===== src/rtl/gold_ring_pkg.sv =====
// Shared constants and the hop-field transform for the gold ring output arbiter.
package gold_ring_pkg;

    localparam int DATA_W  = 64;
    localparam int VC_BIT  = 63;
    localparam int HOP_MSB = 55;
    localparam int HOP_LSB = 48;
    localparam int HOP_W   = HOP_MSB - HOP_LSB + 1;

    typedef enum logic {
        REQ_RING = 1'b0,
        REQ_PE   = 1'b1
    } req_e;

    // Hop count is one-hot, so a decrement is a right shift of the field.
    function automatic logic [DATA_W-1:0] hop_shift(input logic [DATA_W-1:0] d);
        logic [DATA_W-1:0] r;
        logic [HOP_W-1:0]  hop;
        r   = d;
        hop = d[HOP_MSB:HOP_LSB];
        r[HOP_MSB:HOP_LSB] = hop >> 1;
        return r;
    endfunction

endpackage


===== src/rtl/gold_vc_slot.sv =====
// One-entry virtual-channel buffer: write sets full and captures data, clear empties it.
module gold_vc_slot
    import gold_ring_pkg::*;
(
    input  logic              clk,
    input  logic              i_srst,
    input  logic              i_wr_en,
    input  logic              i_clr,
    input  logic [DATA_W-1:0] i_data,
    output logic              o_full,
    output logic [DATA_W-1:0] o_data
);

    logic              r_full;
    logic [DATA_W-1:0] r_data;

    // Write and clear never target the same slot in one cycle; write wins defensively.
    always_ff @(posedge clk) begin
        if (i_srst) begin
            r_full <= 1'b0;
            r_data <= '0;
        end else if (i_wr_en) begin
            r_full <= 1'b1;
            r_data <= i_data;
        end else if (i_clr) begin
            r_full <= 1'b0;
        end
    end

    assign o_full = r_full;
    assign o_data = r_data;

endmodule


===== src/rtl/gold_ring_out_arb.sv =====
// Output-link arbiter for one ring direction: ring pass-through vs NIC injection,
// even/odd VC slots per requester, polarity-phased fill/drain with per-VC round robin.
module gold_ring_out_arb
    import gold_ring_pkg::*;
(
    input  logic              clk,
    input  logic              reset,
    output logic              polarity,
    input  logic              ring_si,
    output logic              ring_ri,
    input  logic [DATA_W-1:0] ring_di,
    input  logic              pe_si,
    output logic              pe_ri,
    input  logic [DATA_W-1:0] pe_di,
    output logic              out_so,
    input  logic              out_ro,
    output logic [DATA_W-1:0] out_do,
    output logic              vc_err
);

    logic              r_polarity;
    logic [1:0]        r_rr;
    logic              r_out_so;
    logic [DATA_W-1:0] r_out_do;
    logic              r_vc_err;

    logic              w_fill_vc;
    logic [1:0]        w_ring_full;
    logic [1:0]        w_pe_full;
    logic [1:0]        w_ring_wr;
    logic [1:0]        w_pe_wr;
    logic [1:0]        w_ring_clr;
    logic [1:0]        w_pe_clr;
    logic [DATA_W-1:0] w_ring_data [2];
    logic [DATA_W-1:0] w_pe_data   [2];

    logic              w_ring_acc;
    logic              w_ring_bad;
    logic              w_pe_acc;
    logic              w_pe_bad;
    logic              w_cand_ring;
    logic              w_cand_pe;
    logic              w_contested;
    logic              w_grant_any;
    req_e              w_grant_src;
    logic [DATA_W-1:0] w_grant_data;

    // Inputs fill the VC opposite to polarity; the output drains the VC equal to it.
    assign w_fill_vc = ~r_polarity;

    assign ring_ri = ~w_ring_full[w_fill_vc];
    assign pe_ri   = ~w_pe_full[w_fill_vc];

    assign w_ring_acc = ring_si & ring_ri & (ring_di[VC_BIT] == w_fill_vc);
    assign w_ring_bad = ring_si & ring_ri & (ring_di[VC_BIT] != w_fill_vc);
    assign w_pe_acc   = pe_si & pe_ri & (pe_di[VC_BIT] == w_fill_vc);
    assign w_pe_bad   = pe_si & pe_ri & (pe_di[VC_BIT] != w_fill_vc);

    assign w_cand_ring = w_ring_full[r_polarity];
    assign w_cand_pe   = w_pe_full[r_polarity];
    assign w_contested = w_cand_ring & w_cand_pe;
    assign w_grant_any = out_ro & (w_cand_ring | w_cand_pe);

    always_comb begin
        w_grant_src = REQ_RING;
        if (w_cand_pe && (!w_cand_ring || r_rr[r_polarity])) begin
            w_grant_src = REQ_PE;
        end
    end

    assign w_grant_data = (w_grant_src == REQ_PE) ? w_pe_data[r_polarity]
                                                  : hop_shift(w_ring_data[r_polarity]);

    generate
        for (genvar gi = 0; gi < 2; gi++) begin : g_vc
            assign w_ring_wr[gi]  = w_ring_acc & (w_fill_vc == 1'(gi));
            assign w_pe_wr[gi]    = w_pe_acc & (w_fill_vc == 1'(gi));
            assign w_ring_clr[gi] = w_grant_any & (w_grant_src == REQ_RING) & (r_polarity == 1'(gi));
            assign w_pe_clr[gi]   = w_grant_any & (w_grant_src == REQ_PE) & (r_polarity == 1'(gi));

            gold_vc_slot u_ring_slot (
                .clk     (clk),
                .i_srst  (reset),
                .i_wr_en (w_ring_wr[gi]),
                .i_clr   (w_ring_clr[gi]),
                .i_data  (ring_di),
                .o_full  (w_ring_full[gi]),
                .o_data  (w_ring_data[gi])
            );

            gold_vc_slot u_pe_slot (
                .clk     (clk),
                .i_srst  (reset),
                .i_wr_en (w_pe_wr[gi]),
                .i_clr   (w_pe_clr[gi]),
                .i_data  (pe_di),
                .o_full  (w_pe_full[gi]),
                .o_data  (w_pe_data[gi])
            );
        end
    endgenerate

    always_ff @(posedge clk) begin
        if (reset) begin
            r_polarity <= 1'b0;
            r_rr       <= 2'b00;
            r_out_so   <= 1'b0;
            r_out_do   <= '0;
            r_vc_err   <= 1'b0;
        end else begin
            r_polarity <= ~r_polarity;
            r_vc_err   <= w_ring_bad | w_pe_bad;
            if (w_grant_any) begin
                r_out_so <= 1'b1;
                r_out_do <= w_grant_data;
                // Only a contested grant moves the pointer: the loser is favoured next.
                if (w_contested) begin
                    r_rr[r_polarity] <= (w_grant_src == REQ_RING);
                end
            end else begin
                r_out_so <= 1'b0;
                r_out_do <= '0;
            end
        end
    end

    assign polarity = r_polarity;
    assign out_so   = r_out_so;
    assign out_do   = r_out_do;
    assign vc_err   = r_vc_err;

endmodule


===== config.mk =====
export PLATFORM = sky130hd
export DESIGN_NAME = gold_ring_out_arb
export DESIGN_NICKNAME = d
export VERILOG_FILES = /design/src/rtl/gold_ring_pkg.sv /design/src/rtl/gold_vc_slot.sv /design/src/rtl/gold_ring_out_arb.sv
export SDC_FILE = /design/constraint.sdc
export NUM_CORES = 1
export LEC_CHECK = 0
export BUFFER_PORTS_ARGS = -buffer_cell sky130_fd_sc_hd__buf_2
export CAP_MARGIN = 30
export CORE_UTILIZATION = 60
export CTS_CLUSTER_DIAMETER = 50
export DETAILED_ROUTE_END_ITERATION = 10
export PLACE_DENSITY_LB_ADDON = 0.05
export REMOVE_ABC_BUFFERS = 1
export SYNTH_ARGS = -nofsm -noshare
export SYNTH_HDL_FRONTEND = slang
export SYNTH_SLANG_ARGS = --single-unit

===== constraint.sdc =====
create_clock -name clk -period 2.9 [get_ports clk]
set_input_delay 0.58 -clock clk [delete_from_list [all_inputs] [get_ports clk]]
set_output_delay 0.58 -clock clk [all_outputs]
set_load 0.1 [all_outputs]

---- Yosys cells after proc, flatten, opt, wreduce, memory -nomap -nowiden ----
Cells that the tools add are included.
storage, ports and cells
  logic and storage cells ................. 89
  register bits after elaboration ......... 329
  output and inout bits ................... 69
operators by class
  bitwise operators ....................... 26
  equality and inequality tests ........... 4
  multiplexer cells ....................... 30
  magnitude comparators ................... 4
  reductions and logical operators ........ 11
operator list
  operator                                                              count
  64-bit 2-to-1 mux                                                     7
  1-bit 2-to-1 mux                                                      21
  1-bit bitwise AND                                                     18
  2-bit nonzero test                                                    4
  1-bit inverter                                                        5
  1-bit by 2-bit < comparator with 1-bit output, second input constant  2
  3-bit OR reduction                                                    1
  2-bit bitwise mux                                                     1
  1-bit == test                                                         2
  2-bit greater-or-equal comparator, second input constant              1
  1-bit logical AND                                                     2
  1-bit != test                                                         2
  1-bit inverter with 2-bit output                                      1
  1-bit OR                                                              2
  2-bit AND reduction                                                   1
  2-bit OR reduction                                                    1
  1-bit demux with 1-bit select                                         1
  1-bit greater-or-equal comparator, second input constant              1
  1-bit zero test                                                       1
  1-bit logical OR                                                      1

---- Depth between registers and ports, before layout ----
Gate-level depths: netlist of run 1.
  depth in word-level cells ............... 11
  mapped depth ............................ 6
  depth with buffers taken out ............ 3

---- Cells and area by module ----
From an unflattened synthesis of run 1, not the netlist that was laid out.
unflattened totals
  cells, all modules ...................... 1258
  area total of the unflattened synthesis .. 13854.5 um^2
modules (own cells, without submodules)
  module             instances  cells an instance  area an instance (um^2)
  gold_vc_slot       4          210                2344.7
  gold_ring_out_arb  1          418                4475.5

---- Worst setup path after synthesis of run 1 ----
No wires, ideal clock.
  path kind ............................... reg2out
  from .................................... register r_polarity, in the netlist polarity
  to ...................................... output ring_ri
  stages on the path, launching flop included .. 5
  buffers on the path ..................... 3
  setup slack ............................. -0.962 ns
  arrival time ............................ 3.282 ns
  cell sequence ........................... dfxtp_1 -> buf_4 -> buf_4 -> buf_2 -> mux2i_1
between the ends
  cells in the longest elaborated chain, start to end .. 3
ends and longest elaborated chain
  item                                                 line                      source
  start: declaration                                   gold_ring_out_arb.sv:21   logic r_polarity;
  start signal: assignment                             gold_ring_out_arb.sv:111  r_polarity <= ~r_polarity;
  1-bit 2-to-1 mux (implied by the code) (2 in a row)  gold_ring_out_arb.sv:51   assign ring_ri = ~w_ring_full[w_fill_vc];
  1-bit inverter                                       gold_ring_out_arb.sv:51
  end: declaration                                     gold_ring_out_arb.sv:10   output logic ring_ri,
No other way between the ends. The select of a mux whose other input is x is not followed.

---- Final worst setup path of run 1 ----
  from .................................... register r_polarity, in the netlist polarity
  to ...................................... output pe_ri
between the ends
  cells in the longest elaborated chain, start to end .. 3
ends and longest elaborated chain
  item                                                 line                     source
  1-bit 2-to-1 mux (implied by the code) (2 in a row)  gold_ring_out_arb.sv:52  assign pe_ri = ~w_pe_full[w_fill_vc];
  1-bit inverter                                       gold_ring_out_arb.sv:52
  end: declaration                                     gold_ring_out_arb.sv:13  output logic pe_ri,
No other way between the ends. The select of a mux whose other input is x is not followed.

==> flow_metrics.env, run 1 <==
export IMPL_outcome="finished, final reports clean"
export IMPL_crit_fanout=23
export IMPL_fin_crit_sh_pct=81.65
export IMPL_combPwrFrac_pct=9.4
export IMPL_p_sw_share_pct=24.08
export IMPL_gr_usage_met1_pct=38.67
export IMPL_multi_input_area_um2=6251
export IMPL_cts_buffers_inserted=37
export IMPL_slew_headroom_pct=38.13
export IMPL_synth_area_per_cell_um2=8.716
export IMPL_syn_cell_area_um2=13340
export IMPL_clock_path_buffers=3
export IMPL_drv_cap=0
export IMPL_drv_slew=0
export IMPL_critPathSlowestCell="dfxtp_4"
export IMPL_grt_overflow=0
export IMPL_setup_violations=0
export IMPL_initial_core_util_pct=61.11
export IMPL_first_global_vias=10870
export IMPL_die_x_um=151.1
export IMPL_cp_end_kind="output port"
export IMPL_peakVddDrop_mv=0.4805
export IMPL_portBuffers=200
export IMPL_crit_buf_inv=1
export IMPL_cts_sinks=327
export IMPL_synth_cells=1530
export IMPL_max_clock_freq_mhz=422.3
export IMPL_cts_tree="done"
export IMPL_place_ws_ps=763.3
export IMPL_min_delay_start="ring_di[38]"
export IMPL_final_core_util_pct=72.57
export IMPL_fin_ws_ps=532.2
export IMPL_use_met3_pct=7.500
export IMPL_timing_rr_start="polarity"
export IMPL_p_per_area_nw_per_um2=676.4
export IMPL_p_sw_uw=2579
export IMPL_skew_ps=17.74
export IMPL_area_delta_synth_final_pct=18.76
export IMPL_hold_viol=0
export IMPL_dpl_hpwl_um=19990
export IMPL_place_gp_congestion=0.7597
export IMPL_crit_chain="mux2i_1 -> buf_2"
export IMPL_row_count=54
export IMPL_cts_hold_buf=0
export IMPL_io_pins=202
export IMPL_cts_max_level=2
export IMPL_finalWirelength_um=35730
export IMPL_via_count=11400
export IMPL_p_int_uw=8133
export IMPL_clk_latency_ps=520
export IMPL_routedWlPerCell_um=18.18
export IMPL_fin_nets=1783
export IMPL_hp_class="in2reg"
export IMPL_synth_enable_flop_cells=0
export IMPL_ys_ff_latch=327
export IMPL_worstPathArrival_ps=1790
export IMPL_p_seq_share_pct=44.0
export IMPL_seqCellArea_um2=6550
export IMPL_yosys_warnings=0
export IMPL_startpoint_type="flop"
export IMPL_worstSetupPathType="reg2out"
export IMPL_clock_tree_root_cell="clkbuf_16"
export IMPL_use_met2_pct=52.52
export IMPL_first_pass_iters=5
export IMPL_r2r_setup_slack_ps=770
export IMPL_worstMarginPinSlew_ps=928.0
export IMPL_min_period_ps=2368
export IMPL_antenna_left=0
export IMPL_rr_worst_depth=5
export IMPL_synth_cell_types=33
export IMPL_via_per_inst=5.800
export IMPL_grt_pass1_wl_um=56120
export IMPL_layout_drive_gt1_share_pct=24.42
export IMPL_cts_resized=0
export IMPL_coreArea_um2=21820
export IMPL_nFillCells=1750
export IMPL_async_flop_share_pct=0
export IMPL_postCtsSetupBuffers=0
export IMPL_dieArea_um2=22830
export IMPL_hold_end="g_vc[0].u_ring_slot.o_data[38]"
export IMPL_grt_busiest_layer="met2"
export IMPL_worstPathRequired_ps=2320
export IMPL_leakage_uw=0.005857
export IMPL_drc=0
export IMPL_ys_seq_area_share_pct=49.09
export IMPL_drtIter0Drc=805
export IMPL_rsz0062_at_grt="false"
export IMPL_slowest_delay_ps=540
export IMPL_die_h_um=151.1
export IMPL_regToRegEndpoint="out_do[7]"
export IMPL_cp_top_family="flip-flops"
export IMPL_grt_max_degree=176
export IMPL_antenna_found_initial=12
export IMPL_path_clk_slew_ps=60
export IMPL_track_usage_pct=31.03
export IMPL_synthFlopType="dfxtp_1"
export IMPL_hold_depth=3
export IMPL_clkPwrFrac_pct=46.6
==> routing by layer <==
layer	part of all wire [%]	wire length, um
met1	42	14960
met2	48	17030
met3	8.0	2844
met4	2.3	824
met5	0.20	73
==> tightest hold or removal path, stage by stage <==
cell and delay [ps]:
buf_2 100, nand2_1 50, a21oi_1 50
==> layout make-up <==
type	count	area share [%]
clock buffer	57	7.166
inverter	3	0.07111
sequential	327	41.36
multi-input combinational	1056	39.47
tap	280	2.212
antenna	7	0.1106
clock inverter	11	1.209
timing repair buffer	225	8.399
==> kinds of logic (layout without fill, tap and decap cells) <==
logic type      count (synthesis)  count (layout)  share of synthesized area [%]
simple gates                  535             535                          15.82
compound gates                390             390                          19.53
flops                         327             327                          49.09
buf+inv                       147             296                          5.151
mux                           129             129                          10.27
xor+xnor                        2               2                         0.1314
other cells                     0               7                              0
==> cells in the mapped netlist (2+ instances only) <==
master,count,area share (%)
buf_1,3,0.084
nor3b_1,3,0.17
buf_6,5,0.42
clkbuf_2,2,0.075
buf_4,5,0.28
dfxtp_1,327,49
nor4bb_1,4,0.30
nor2_1,7,0.20
mux2i_1,66,5.0
a221oi_1,63,4.1
o21ai_0,5,0.19
a211oi_1,15,0.84
clkbuf_1,68,1.9
and2_1,2,0.094
nor2b_1,3,0.14
a211oi_2,49,4.6
buf_2,61,2.3
a21oi_1,255,9.6
inv_1,3,0.084
nand2b_1,3,0.14
nand4bb_1,4,0.34
mux2_2,63,5.3
nand2_1,502,14
nor3_1,3,0.11
==> power groups by stage <==
stage	Combinational, uW	Clock, uW	Sequential, uW
floorplan	526	0	4910
global placement	982	0	4800
detailed placement	998	0	4810
CTS	1000	5040	4710
global route	1090	5230	4720
finish	1010	5000	4710
==> placed cells by master, fill, tap and decap left out, types with 4 or more instances in the layout <==
cell type | synthesis | routed
diode_2 | 0 | 7
clkbuf_16 | 0 | 40
a211oi_2 | 49 | 49
buf_2 | 61 | 199
mux2_2 | 63 | 63
clkbuf_8 | 0 | 8
nor2_1 | 7 | 7
a221oi_1 | 63 | 63
nand2_1 | 502 | 502
a21oi_1 | 255 | 255
dfxtp_1 | 327 | 326
nand4bb_4 | 0 | 4
mux2i_1 | 66 | 66
nor4bb_4 | 0 | 4
o21ai_0 | 5 | 5
bufinv_16 | 0 | 5
clkbuf_1 | 68 | 10
buf_12 | 0 | 9
a211oi_1 | 15 | 15
buf_4 | 5 | 15
==> how the worst max path moves through the flow <==
stage | slack [ps] | cells past startpoint | startpoint | to
floorplan | -7080 | 3 | polarity | out_do[55]
global placement | 690 | 4 | polarity | out_do[9]
detailed placement | 760 | 5 | pe_di[63] | g_vc[0].u_pe_slot.o_data[55]
CTS | 500 | 2 | polarity | pe_ri
global route | 460 | 2 | polarity | pe_ri
finish | 530 | 2 | polarity | pe_ri
==> state kept, by name, indices dropped and copies added (netlist names) <==
signal,cells
g_vc.u_pe_slot.o_full,2
r_rr,2
polarity,1
out_do,64
g_vc.u_ring_slot.o_data,126
g_vc.u_pe_slot.o_data,128
g_vc.u_ring_slot.o_full,2
vc_err,1
out_so,1
==> per-stage QoR <==
step	area, um2	setup TNS, ps	hold slack [ps]	total power [uW]	instances
2_1_floorplan	12660	-2170570	426.8	5439	1386
3_3_place_gp	14470	0	438.3	5783	1890
3_5_place_dp	14490	0	443.2	5804	1891
4_1_cts	15820	0	300.1	10760	1959
5_1_grt	15830	0	311.9	11040	1964
6_report	15840	0	305.6	10710	1966
No activity file was read; power rests on OpenSTA's default activity.
==> run 2: changes to the inputs <==
ABC_AREA = 1   (was unset)
CORE_UTILIZATION = 51   (was 60)
clock period = 2 ns   (was 2.9 ns; I/O delays follow)
==> run 2 against run 1 <==
Routed wire length fell by 1.9%. Sequential power rose by 48%. Via count rose by 4.2%. Non-clock buffer count rose by 17. First-iteration DRC count fell by 14%. Core utilization fell by 10 points. Die area rose by 15%. Synthesized cell count rose by 22%. Design area fell by 1.0%. Hold slack got worse by 160 ps. Area after synthesis fell by 2.3%. Critical path type unchanged. Largest cell class unchanged. Largest power group unchanged.
==> flow_metrics.env, run 2 <==
export IMPL_drtIter0Drc=692
export IMPL_drc=0
export IMPL_fin_cells=2381
export IMPL_crit_fanout=37
export IMPL_dpl_hpwl_um=20080
export IMPL_worstSetupPathType="reg2out"
export IMPL_initial_core_util_pct=51.90
export IMPL_hold_viol=0
export IMPL_synthFlopType="dfxtp_1"
export IMPL_synth_top_cells_by_count="nor2_1 (644), nand2_1 (402), dfxtp_1 (327)"
export IMPL_synthTopCellsByArea="dfxtp_1 (50%), nor2_1 (19%), nand2_1 (12%)"
export IMPL_track_usage_pct=26.75
export IMPL_worstPathRequired_ps=1600
export IMPL_skew_ps=19.91
export IMPL_ys_ff_latch=327
export IMPL_die_x_um=161.9
export IMPL_portBuffers=200
export IMPL_syn_cell_area_um2=13030
export IMPL_routedWlPerCell_um=14.73
export IMPL_cp_end_kind="output port"
export IMPL_cts_max_level=2
export IMPL_drv_slew=0
export IMPL_rsz0062_at_grt="false"
export IMPL_finalWirelength_um=35070
export IMPL_fin_nets=2149
export IMPL_outcome="finished, final reports clean"
export IMPL_place_gp_congestion=0.7745
export IMPL_yosys_warnings=0
export IMPL_clock_tree_root_cell="clkbuf_16"
export IMPL_io_pins=202
export IMPL_layout_drive_gt1_share_pct=15.80
export IMPL_critPathSlowestCell="dfxtp_4"
export IMPL_synth_area_per_cell_um2=6.995
export IMPL_synth_cells=1863
export IMPL_tns_ps=0
export IMPL_startpoint_type="flop"
export IMPL_power_uw=15510
export IMPL_grt_pass1_wl_um=55980
export IMPL_leakage_uw=0.007157
export IMPL_placed_cell_area_um2=14300
export IMPL_antenna_found_initial=9
export IMPL_hp_class="in2reg"
export IMPL_fin_crit_sh_pct=95.69
export IMPL_synth_enable_flop_cells=0
export IMPL_peakVddDrop_mv=0.9656
export IMPL_max_clock_freq_mhz=522.5
export IMPL_worstMarginPinSlew_ps=554.9
export IMPL_antenna_left=0
export IMPL_clk_latency_ps=520
export IMPL_grt_max_degree=107
export IMPL_die_h_um=161.9
export IMPL_ys_seq_area_share_pct=50.23
export IMPL_cts_hold_buf=0
export IMPL_dieArea_um2=26200
export IMPL_final_cell_mix="nor2_1 (644), nand2_1 (401), dfxtp_1 (326), o21ai_0 (251), buf_2 (197)"
export IMPL_first_pass_iters=6
export IMPL_synth_cell_types=23
export IMPL_drv_cap=0
export IMPL_via_count=11880
export IMPL_setup_violations=0
export IMPL_area_delta_synth_final_pct=20.29
export IMPL_async_flop_share_pct=0
export IMPL_slowest_delay_ps=490
export IMPL_crit_chain="buf_16 -> buf_6"
export IMPL_via_per_inst=4.990
export IMPL_coreArea_um2=25110
export IMPL_cts_buffers_inserted=38
export IMPL_synth_top_area_share_pct=50.23
export IMPL_slew_headroom_pct=63.01
export IMPL_cts_tree="done"
export IMPL_synth_most_common_cell="nor2_1"
export IMPL_min_period_ps=1914
export IMPL_first_global_vias=10850
export IMPL_row_count=58
export IMPL_synth_largest_area_cell="dfxtp_1"
export IMPL_grt_overflow=0
export IMPL_largest_reg_flops=128
export IMPL_final_area_um2=15680
export IMPL_final_common_cell="nor2_1"
export IMPL_worstPathArrival_ps=1510
export IMPL_path_clk_slew_ps=60
export IMPL_post_place_cells=2303
export IMPL_cts_sinks=327
export IMPL_p_per_area_nw_per_um2=989.4
export IMPL_clock_path_buffers=3
## run 2: final cells by class
class                   instances  area, um2
diodes                          7      17.52
clock buffers                  59       1214
clock inverters                 9      83.83
fillers                      2429       9433
inverters                      22      92.59
multi-input cells            1385       5704
flip-flops and latches        327       6550
well taps                     330      412.9
repair buffers                242       1602
## run 2: worst max-delay path: cells and delay by family (launching register included)
| family | cells | cell delay (ps) |
|---|---|---|
| flip-flops | 1 | 490 |
| buffers and inverters | 2 | 520 |
## run 2: power by group
| group | internal, uW | total (uW) | switching, uW |
|---|---|---|---|
| combinational | 562 | 1600 | 1040 |
| clock | 4300 | 6960 | 2660 |
| sequential | 6800 | 6950 | 141 |
## run 2: path summary, 6_finish.rpt
check / endpoint / start / depth (start not counted) / slack (ps)
worst max-delay path: polarity / polarity / 2 / 90
worst min-delay path: g_vc[1].u_pe_slot.o_data[7] / pe_di[7] / 3 / 140
worst max register to register: g_vc[0].u_ring_slot.o_data[24] / polarity / 6 / 210
worst min register to register: g_vc[0].u_pe_slot.o_data[63] / g_vc[0].u_pe_slot.o_data[63] / 2 / 440
## run 2: per-stage QoR
step,util [%],hold slack (ps),setup slack [ps]
floorplan,-,416.2,-5386
global placement,56.94,431.3,199.5
detailed placement,56.94,434.0,164.7
CTS,62.29,124.3,25.27
global route,62.41,138.8,35.68
finish,62.43,144.7,86.14
## run 2: layer usage
| layer | wire, um | GRT usage, % |
|---|---|---|
| met1 | 15660 | 33.91 |
| met4 | 783 | 8.834 |
| met2 | 16700 | 45.92 |
| met5 | 23 | 0 |
| met3 | 1907 | 4.648 |
## run 2: repair_timing
| action | CTS | global route |
|---|---|---|
| gates cloned | 1 | 0 |
| buffers inserted | 0 | 2 |
| gates resized for setup | 3 | 1 |
| setup endpoints to repair | 1 | 6 |
## run 2: kinds of logic (layout without fill, tap and decap cells)
| family | count (synthesis) | in the layout | synth area share [%] |
|---|---|---|---|
| flops | 327 | 327 | 50.23 |
| other cells | 0 | 7 | 0 |
| compound gates | 258 | 258 | 10.05 |
| simple gates | 1126 | 1126 | 33.51 |
| buf+inv | 151 | 332 | 6.135 |
| mux | 1 | 1 | 0.07681 |
==> run 3: changes to the inputs <==
--- a/config.mk
+++ b/config.mk
@@ -10,6 +10,7 @@
 export CAP_MARGIN = 30
 export CORE_UTILIZATION = 51
-export CTS_CLUSTER_DIAMETER = 50
+export CTS_CLUSTER_DIAMETER = 60
 export DETAILED_ROUTE_END_ITERATION = 10
+export MAX_ROUTING_LAYER = met4
 export PLACE_DENSITY_LB_ADDON = 0.05
 export REMOVE_ABC_BUFFERS = 1
==> constraint.sdc (replaced) <==
create_clock -name clk -period 2 [get_ports clk]
set_input_delay 0.2 -clock clk [delete_from_list [all_inputs] [get_ports clk]]
set_output_delay 0.2 -clock clk [all_outputs]
set_load 0.1 [all_outputs]
==> run 3 against run 2 <==
Hold slack worse by 110 ps. Worst setup slack barely moved. Non-clock buffer count is 122 higher. Clock power is 3% lower. Clock skew fell by 2.6 ps. Largest cell class unchanged. Sequential share of layout area is 2.9 points lower. Clock-buffer cell count is 6 lower.
==> flow_metrics.env, run 3 (synthesis gave the netlist of run 2 again) <==
export IMPL_p_per_area_nw_per_um2=921.9
export IMPL_worstMarginPinSlew_ps=724.5
export IMPL_hold_viol=0
export IMPL_clock_path_buffers=3
export IMPL_crit_fanout=111
export IMPL_rsz0062_at_grt="false"
export IMPL_place_ws_ps=187.6
export IMPL_max_clock_freq_mhz=522.5
export IMPL_antenna_found_initial=1
export IMPL_final_cell_mix="nor2_1 (644), nand2_1 (401), dfxtp_1 (326), o21ai_0 (251), buf_2 (197)"
export IMPL_fin_nets=2269
export IMPL_cts_max_level=2
export IMPL_drtIter0Drc=891
export IMPL_worstPathRequired_ps=1800
export IMPL_fin_crit_sh_pct=95.69
export IMPL_postCtsSetupBuffers=0
export IMPL_row_count=58
export IMPL_clk_latency_ps=520
export IMPL_final_common_cell="nor2_1"
export IMPL_startpoint_type="flop"
export IMPL_crit_chain="buf_16 -> buf_12"
export IMPL_setup_violations=0
export IMPL_cts_sinks=327
export IMPL_clock_tree_root_cell="clkbuf_16"
export IMPL_fin_ws_ps=86.23
export IMPL_peakVddDrop_mv=0.6769
export IMPL_slew_headroom_pct=51.70
export IMPL_placed_cell_area_um2=14360
export IMPL_drv_cap=0
export IMPL_area_delta_synth_final_pct=29.31
export IMPL_io_pins=202
export IMPL_via_per_inst=4.984
export IMPL_worstPathArrival_ps=1710
export IMPL_grt_overflow=0
export IMPL_first_pass_iters=7
export IMPL_portBuffers=200
export IMPL_tns_ps=0
export IMPL_drv_slew=0
export IMPL_track_usage_pct=28.84
export IMPL_drc=0
export IMPL_cp_end_kind="output port"
export IMPL_coreArea_um2=25110
export IMPL_largest_reg_flops=128
export IMPL_grt_pass1_wl_um=58610
export IMPL_routedWlPerCell_um=14.59
export IMPL_dieArea_um2=26200
export IMPL_cts_buffers_inserted=36
export IMPL_critPathSlowestCell="dfxtp_4"
export IMPL_hp_class="in2reg"
export IMPL_first_global_vias=11690
export IMPL_final_area_um2=16850
export IMPL_fin_cells=2494
export IMPL_min_period_ps=1914
export IMPL_path_clk_slew_ps=60
export IMPL_worstSetupPathType="reg2out"
export IMPL_post_place_cells=2303
export IMPL_initial_core_util_pct=51.90
export IMPL_grt_max_degree=112
export IMPL_final_core_util_pct=67.12
export IMPL_layout_drive_gt1_share_pct=14.61
export IMPL_dpl_hpwl_um=20040
export IMPL_leakage_uw=0.007651
export IMPL_antenna_left=0
export IMPL_die_h_um=161.9
export IMPL_slowest_delay_ps=480
export IMPL_via_count=12430
export IMPL_skew_ps=17.35
export IMPL_place_gp_congestion=0.7672
export IMPL_finalWirelength_um=36390
export IMPL_outcome="finished, final reports clean"
export IMPL_die_x_um=161.9
export IMPL_cts_tree="done"
run 3: area by class of cell:
type / instances / area (um2)
antenna: 1 / 2.502
clock buffer: 53 / 1087
clock inverter: 12 / 142.6
fill: 2268 / 8257
inverter: 22 / 92.59
multi-input combinational: 1385 / 5704
sequential: 327 / 6550
tap: 330 / 412.9
timing repair buffer: 364 / 2860
run 3: per-stage QoR:
| step | power, uW | hold WS (ps) |
|---|---|---|
| floorplan | 8097 | 266.7 |
| global placement | 8647 | 428.6 |
| detailed placement | 8681 | 437.3 |
| CTS | 15630 | 21.22 |
| global route | 16160 | 52.95 |
| finish | 15540 | 37.42 |
run 3: power breakdown:
group | internal, uW | total [uW] | leakage, uW | switching (uW)
Sequential | 6800 | 6950 | 0.00266 | 142
Combinational | 720 | 1810 | 0.00438 | 1090
Clock | 4160 | 6780 | 0.000613 | 2620
Total | 11700 | 15500 | 0.00765 | 3850
run 3: layer usage:
| layer | part of all wire [%] | vias to the layer above | routed length (um) | GRT usage [%] |
|---|---|---|---|---|
| li1 | - | 6393 | - | - |
| met1 | 45 | 5688 | 16270 | 35.66 |
| met2 | 49 | 297 | 17700 | 48.60 |
| met3 | 4.7 | 52 | 1699 | 3.984 |
| met4 | 2.0 | 0 | 725 | 9.177 |
| met5 | 0 | - | 0 | - |
run 3: worst max-delay path, delay by kind of cell, from the launching register on:
kind / cells / cell delay, ps
buffers and inverters: 2 / 700
DFF: 1 / 480
run 3: worst paths after layout:
path	start	to	slack, ps	cells past startpoint
max	polarity	polarity	90	2
min	reset	polarity	40	2
max reg2reg	polarity	g_vc[1].u_ring_slot.o_full	160	7
min reg2reg	g_vc[0].u_ring_slot.o_data[63]	g_vc[0].u_ring_slot.o_data[63]	450	2
run 3: what timing repair did:
action	in CTS	in global routing
hold buffers	125	0
hold endpoints to repair	249	0
resized for setup	0	1
endpoints found under the setup margin	0	1
